**src/rtl/vector_lane_sequencer.sv**
```systemverilog
// -----------------------------------------------------------------------------
// vector_lane_sequencer
//
// Steps the shared scalar ALU/memory datapath across LANES vector elements for
// instructions the control unit flags as vectorial. The pipeline front end is
// held stalled while the sequence runs. Scalar instructions pass through with
// no added latency.
//
// Optional feature (compile-time macro VSEQ_LANE_MASK_EN):
//   Adds input lane_mask[LANES-1:0], latched on accept. Masked lanes produce
//   no register/memory writes, and in MEM they advance without mem_ready.
//
// Ports:
//   clk          in   system clock, rising edge
//   rst          in   asynchronous, active-high reset
//   issue_valid  in   decoded instruction present in decode this cycle
//   vectorial    in   control-unit vectorial flag
//   RegWrite     in   control-unit register-write flag
//   MemWrite     in   control-unit memory-write flag
//   ResultSrc    in   control-unit result select (1 = load result)
//   mem_ready    in   data memory finished the current element access
//   lane_mask    in   per-lane enable (only with VSEQ_LANE_MASK_EN)
//   issue_ready  out  sequencer can accept a new vectorial instruction
//   stall        out  freeze fetch/decode pipeline registers
//   busy         out  vector sequence in progress
//   lane_idx     out  current element index
//   lane_we      out  write enable for vector register element lane_idx
//   lane_mem_we  out  memory write strobe for element lane_idx
//   done         out  one-cycle pulse on the final step
// -----------------------------------------------------------------------------
module vector_lane_sequencer #(
  parameter  int LANES  = 4,
  localparam int LANE_W = $clog2(LANES)
) (
  input  logic              clk,
  input  logic              rst,
  input  logic              issue_valid,
  input  logic              vectorial,
  input  logic              RegWrite,
  input  logic              MemWrite,
  input  logic              ResultSrc,
  input  logic              mem_ready,
`ifdef VSEQ_LANE_MASK_EN
  input  logic [LANES-1:0]  lane_mask,
`endif
  output logic              issue_ready,
  output logic              stall,
  output logic              busy,
  output logic [LANE_W-1:0] lane_idx,
  output logic              lane_we,
  output logic              lane_mem_we,
  output logic              done
);

  typedef enum logic [1:0] {
    IDLE = 2'd0,
    ALU  = 2'd1,
    MEM  = 2'd2,
    DONE = 2'd3
  } state_t;

  localparam logic [LANE_W-1:0] LAST_LANE = LANE_W'(LANES - 1);

  state_t            r_state;
  state_t            w_next_state;
  logic [LANE_W-1:0] r_lane_idx;
  logic              r_reg_write;
  logic              r_mem_write;
  logic              r_result_src;
  logic              w_accept;
  logic              w_advance;
  logic              w_last;
  logic              w_lane_active;
  logic              w_lane_we;
  logic              w_lane_mem_we;

  assign w_accept = (r_state == IDLE) && issue_valid && vectorial;
  assign w_last   = (r_lane_idx == LAST_LANE);

`ifdef VSEQ_LANE_MASK_EN
  logic [LANES-1:0] r_lane_mask;
  assign w_lane_active = r_lane_mask[r_lane_idx];
`else
  assign w_lane_active = 1'b1;
`endif

  // NOTE: every output of this block gets a default before the case, so no
  // path leaves a variable unassigned and no latch is inferred.
  always_comb begin
    w_next_state  = r_state;
    w_lane_we     = 1'b0;
    w_lane_mem_we = 1'b0;
    w_advance     = 1'b0;
    unique case (r_state)
      IDLE: begin
        // Route on the incoming flags: they are what gets latched this edge.
        if (w_accept) w_next_state = (MemWrite || ResultSrc) ? MEM : ALU;
      end
      ALU: begin
        w_lane_we = r_reg_write && w_lane_active;
        w_advance = 1'b1;
        if (w_last) w_next_state = DONE;
      end
      MEM: begin
        w_lane_mem_we = r_mem_write && w_lane_active;
        w_lane_we     = r_reg_write && r_result_src && mem_ready && w_lane_active;
        // A masked lane has no access outstanding, so it never waits.
        w_advance     = mem_ready || !w_lane_active;
        if (w_advance && w_last) w_next_state = DONE;
      end
      DONE: w_next_state = IDLE;
      default: w_next_state = IDLE;
    endcase
  end

  // NOTE: sequential state uses non-blocking assignments so every register
  // samples pre-edge values regardless of statement order.
  // NOTE: state and lane index reset asynchronously; the latched controls are
  // only read after an accept reloads them, but are cleared for determinism.
  always_ff @(posedge clk or posedge rst) begin
    if (rst) begin
      r_state      <= IDLE;
      r_lane_idx   <= '0;
      r_reg_write  <= 1'b0;
      r_mem_write  <= 1'b0;
      r_result_src <= 1'b0;
    end else begin
      r_state <= w_next_state;
      if (w_accept) begin
        r_reg_write  <= RegWrite;
        r_mem_write  <= MemWrite;
        r_result_src <= ResultSrc;
        r_lane_idx   <= '0;
      end else if (w_advance) begin
        r_lane_idx <= w_last ? '0 : r_lane_idx + LANE_W'(1);
      end
    end
  end

`ifdef VSEQ_LANE_MASK_EN
  always_ff @(posedge clk or posedge rst) begin
    if (rst)           r_lane_mask <= '0;
    else if (w_accept) r_lane_mask <= lane_mask;
  end
`endif

  // Outputs decode directly from the async-reset state, so a reset drops
  // every write enable in the same cycle it is asserted.
  assign busy        = (r_state == ALU) || (r_state == MEM);
  assign stall       = busy || w_accept;
  assign issue_ready = (r_state == IDLE);
  assign done        = (r_state == DONE);
  assign lane_idx    = r_lane_idx;
  assign lane_we     = w_lane_we;
  assign lane_mem_we = w_lane_mem_we;

endmodule

```
**config.mk**
```make
export PLATFORM = sky130hd
export DESIGN_NAME = vector_lane_sequencer
export DESIGN_NICKNAME = d
export VERILOG_FILES = /design/src/rtl/vector_lane_sequencer.sv
export SDC_FILE = /design/constraint.sdc
export NUM_CORES = 1
export LEC_CHECK = 0
export CAP_MARGIN = 10
export CORE_AREA = 2 2 39 41
export DETAILED_ROUTE_END_ITERATION = 8
export DIE_AREA = 0 0 41 43
export PLACE_DENSITY = 0.64
export SETUP_SLACK_MARGIN = 0.02
export SLEW_MARGIN = 20
export SYNTH_ARGS = -nofsm -noshare
export SYNTH_HDL_FRONTEND = slang
export SYNTH_SLANG_ARGS = --single-unit
```
**constraint.sdc**
```tcl
create_clock -name clk -period 1.4 [get_ports clk]
set_clock_uncertainty 0.05 [all_clocks]
set_input_delay 0.35 -clock clk [delete_from_list [all_inputs] [get_ports clk]]
set_output_delay 0.35 -clock clk [all_outputs]
set_load 0.01 [all_outputs]
```
==> metrics.md <==
| Metric | Value |
|---|---|
| Synth top area share | 0.389 |
| Int Power | 1.41 mW |
| XOR/XNOR share of the synthesized area | 0 |
| Mapped Area | 450 um^2 |
| Share of total power in the clock network | 0.077 |
| Status | finished with violations |
| Top delay family on crit path | flip-flops |
| Seq pwr share | 0.169 |
| Mapped Cells | 44 |
| Final #Nets | 92 |
| H-Tree Depth | 1 |
| Starting DRT DRC Count | 1 |
| Req. time, crit path | 1000 ps |
| First-pass detailed-route iteration total | 2 |
| Gate power share | 0.754 |
| Slew @ Worst Pin | 268 ps |
| Congestion Overflow GR | 0 |
| Layout Utilization | 0.629 |
| Final WL | 1170 um |
| Mux contribution to synthesized area | 0.119 |
| First-pass GRT wire length | 1910 um |
| Core Footprint | 1380 um^2 |
| Post-Synth Simple-Gate Area | 0.164 |
| Setup WS post-layout | -348 ps |
| Total clock sinks | 7 |
| Final setup fails | 11 |
| FF-to-FF End | r_state[1] |
| Die ar. | 1760 um^2 |
| Reg2reg start | r_state[1] |
| Arr. time, crit path | 1350 ps |
| Achievable Freq | 572 MHz |
| Leakage | 0.433 nW |
| Post-route DRC violation count | 0 |
| Vias per cell | 4.76 |
| Final hold vios | 0 |
| Reg area | 175 um^2 |
| Crit path kind | reg2out |
| Syn-to-layout area delta | 93.3% |
| Commonest non-fill, non-tap cell in the layout | buf_4 |
| Initial antenna violation count | 0 |
| Critical path, cell by cell | inv_2 > buf_6 > ha_4 > nand2_4 > nor2_4 > buf_6 |
| Worst-Skew Late Latency | 240 ps |
| Adder-cell share of the synthesized area | 0.167 |
| Die H | 43 um |
| Syn Area/Cell | 10.2 um^2 |
| Initial Util | 0.325 |
| Reg clk slew, reported paths | 50 ps |
| Dpl cells | 85 |
| CTS buffer count | 3 |
| Ant diodes | 0 |
| Pre-CTS setup slack | -626 ps |
| R2R setup slack | -270 ps |
| Antenna-violating nets left | 0 |
| Final period utilization | 1.25 |
| Seq cells post-synth | 7 |
| Syn nets | 58 |
| Cts hold-fix bufs | 0 |
| Worst min path class | in2async |
| Hpwl dp | 765 um |
| Largest net degree at the start of global routing | 8 |
| Peak supply drop | 1120 uV |
| Largest stage delay, worst path | 380 ps |
| Footprint of the multi-input gates | 369 um^2 |
| Critical path depth | 6 |
| Switching share of power | 0.378 |
| Largest area contributor in the netlist | dfrtp_1 |
| Fill cells | 116 |
| Slowest cell on the critical path | dfrtp_1 |
| Synth cell types | 19 |
| CP Capture Type | output port |
| Top cells by area, synth | dfrtp_1, ha_1, mux2_2 |
| Sequential share of the synthesized area | 0.389 |
| CP Launch Type | flip-flop |
| Max cap viols | 0 |
| TritonCTS clock tree | built |
| Wire per inst | 12.6 um |
| Routed vias | 443 |
| Final slew viol count | 0 |
| Maximum fanout along the worst path | 3 |
| Crit path top cell by count | buf_6 |
| Root Buffer | clkbuf_4 |
| RSZ-0062 raised after global routing | yes |
| Synth Area in Compound Gates | 0.136 |
| Most frequent cells in the layout | buf_4, buf_6, clkdlybuf4s50_1, dfrtp_1, nand2_1 |
| # port buffers | 15 |
| Worst rel slew slack | 0.822 |
| Die Width | 41 um |
| Largest family of logic cells by synthesized area | adder cells |
| Site Rows | 14 |
| Gp weighted congestion | 0.666 |
| Vias in the first global route | 439 |
| Switching pwr | 0.860 mW |
| GRT Overall Usage | 0.165 |
| Failing checks | setup timing |
| Share of cells above drive strength 1 | 0.532 |
| I/O pins | 16 |
| Worst r2r path cells | 6 |
| Finished Layout Cells | 93 |
| Minimum clock period | 1750 ps |
| Syn. warnings | 0 |
| Clock tree buffer depth | 2 |
| P per Cell Area | 2610 nW/um^2 |
| Worst path bufs/invs | 3 |
==> area by class of cell <==
| cell class | count | share of cell area |
|---|---|---|
| timing repair buffer | 29 | 0.309 |
| inverter | 3 | 0.0129 |
| tap | 16 | 0.0230 |
| sequential | 7 | 0.201 |
| multi-input combinational | 34 | 0.424 |
| clock buffer | 4 | 0.0302 |
==> flip-flops by register name, summed over array words and instances, names as in the netlist <==
register and flops:
lane_idx 2, r_mem_write 1, r_reg_write 1, r_result_src 1, r_state 2
==> Yosys cell counts <==
| library cell | number |
|---|---|
| dfrtp_1 | 7 |
| ha_1 | 6 |
| nand2_1 | 6 |
| inv_1 | 3 |
| mux2_2 | 3 |
| nor2_1 | 3 |
| a21oi_1 | 2 |
| mux2i_1 | 2 |
| nand2b_1 | 2 |
| a211o_1 | 1 |
| a21o_2 | 1 |
| a32o_1 | 1 |
| a32oi_1 | 1 |
| and2_2 | 1 |
| nand3_1 | 1 |
| nor2b_2 | 1 |
| o21ai_0 | 1 |
| o21ba_1 | 1 |
| or2_2 | 1 |
==> worst max-delay path by stage <==
stage	start	endpoint	slack [ps]
2_1_floorplan	r_state[0]	r_state[1]	-50
3_3_place_gp	mem_ready	lane_we	-620
3_5_place_dp	mem_ready	lane_we	-630
4_1_cts	r_state[1]	lane_we	-360
5_1_grt	r_state[1]	lane_we	-410
6_report	r_state[1]	lane_we	-350
==> layer usage <==
layer | share of wire | routed length, um | track usage | up-vias
li1 | - | - | - | 221
met1 | 0.40 | 473 | 0.197 | 206
met2 | 0.54 | 634 | 0.256 | 14
met3 | 0.043 | 50 | 0.0419 | 2
met4 | 0.012 | 14 | 0.0933 | 0
met5 | 0 | 0 | 0 | -
==> cell families after synthesis <==
logic type | Yosys count
simple gates | 15
compound gates | 8
flops | 7
fa+ha+maj | 6
mux | 5
buf+inv | 3
==> through the flow <==
| stage | instance area [um^2] | hold WS (ps) | setup TNS, ps | total power, mW |
|---|---|---|---|---|
| 2_1_floorplan | 485 | 103 | -78.3 | 1.11 |
| 3_3_place_gp | 731 | 439 | -3580 | 1.70 |
| 3_5_place_dp | 731 | 441 | -3640 | 1.71 |
| 4_1_cts | 863 | 281 | -2400 | 2.20 |
| 5_1_grt | 871 | 315 | -3140 | 2.46 |
| 6_report | 871 | 279 | -2440 | 2.27 |
==> power groups by stage <==
| stage | registers [mW] | logic, mW | clock network (mW) |
|---|---|---|---|
| after floorplan | 0.389 | 0.726 | 0 |
| after global placement | 0.384 | 1.31 | 0 |
| after detailed placement | 0.385 | 1.33 | 0 |
| after CTS | 0.383 | 1.63 | 0.184 |
| after global routing | 0.401 | 1.86 | 0.196 |
| final | 0.384 | 1.71 | 0.175 |
==> timing repair <==
| item | CTS | global route |
|---|---|---|
| pin swaps | 6 | 0 |
| endpoints found under the setup margin | 15 | 13 |
| resized for setup | 46 | 1 |
| buffers inserted | 4 | 0 |
Power figures use the tool's default switching activity.
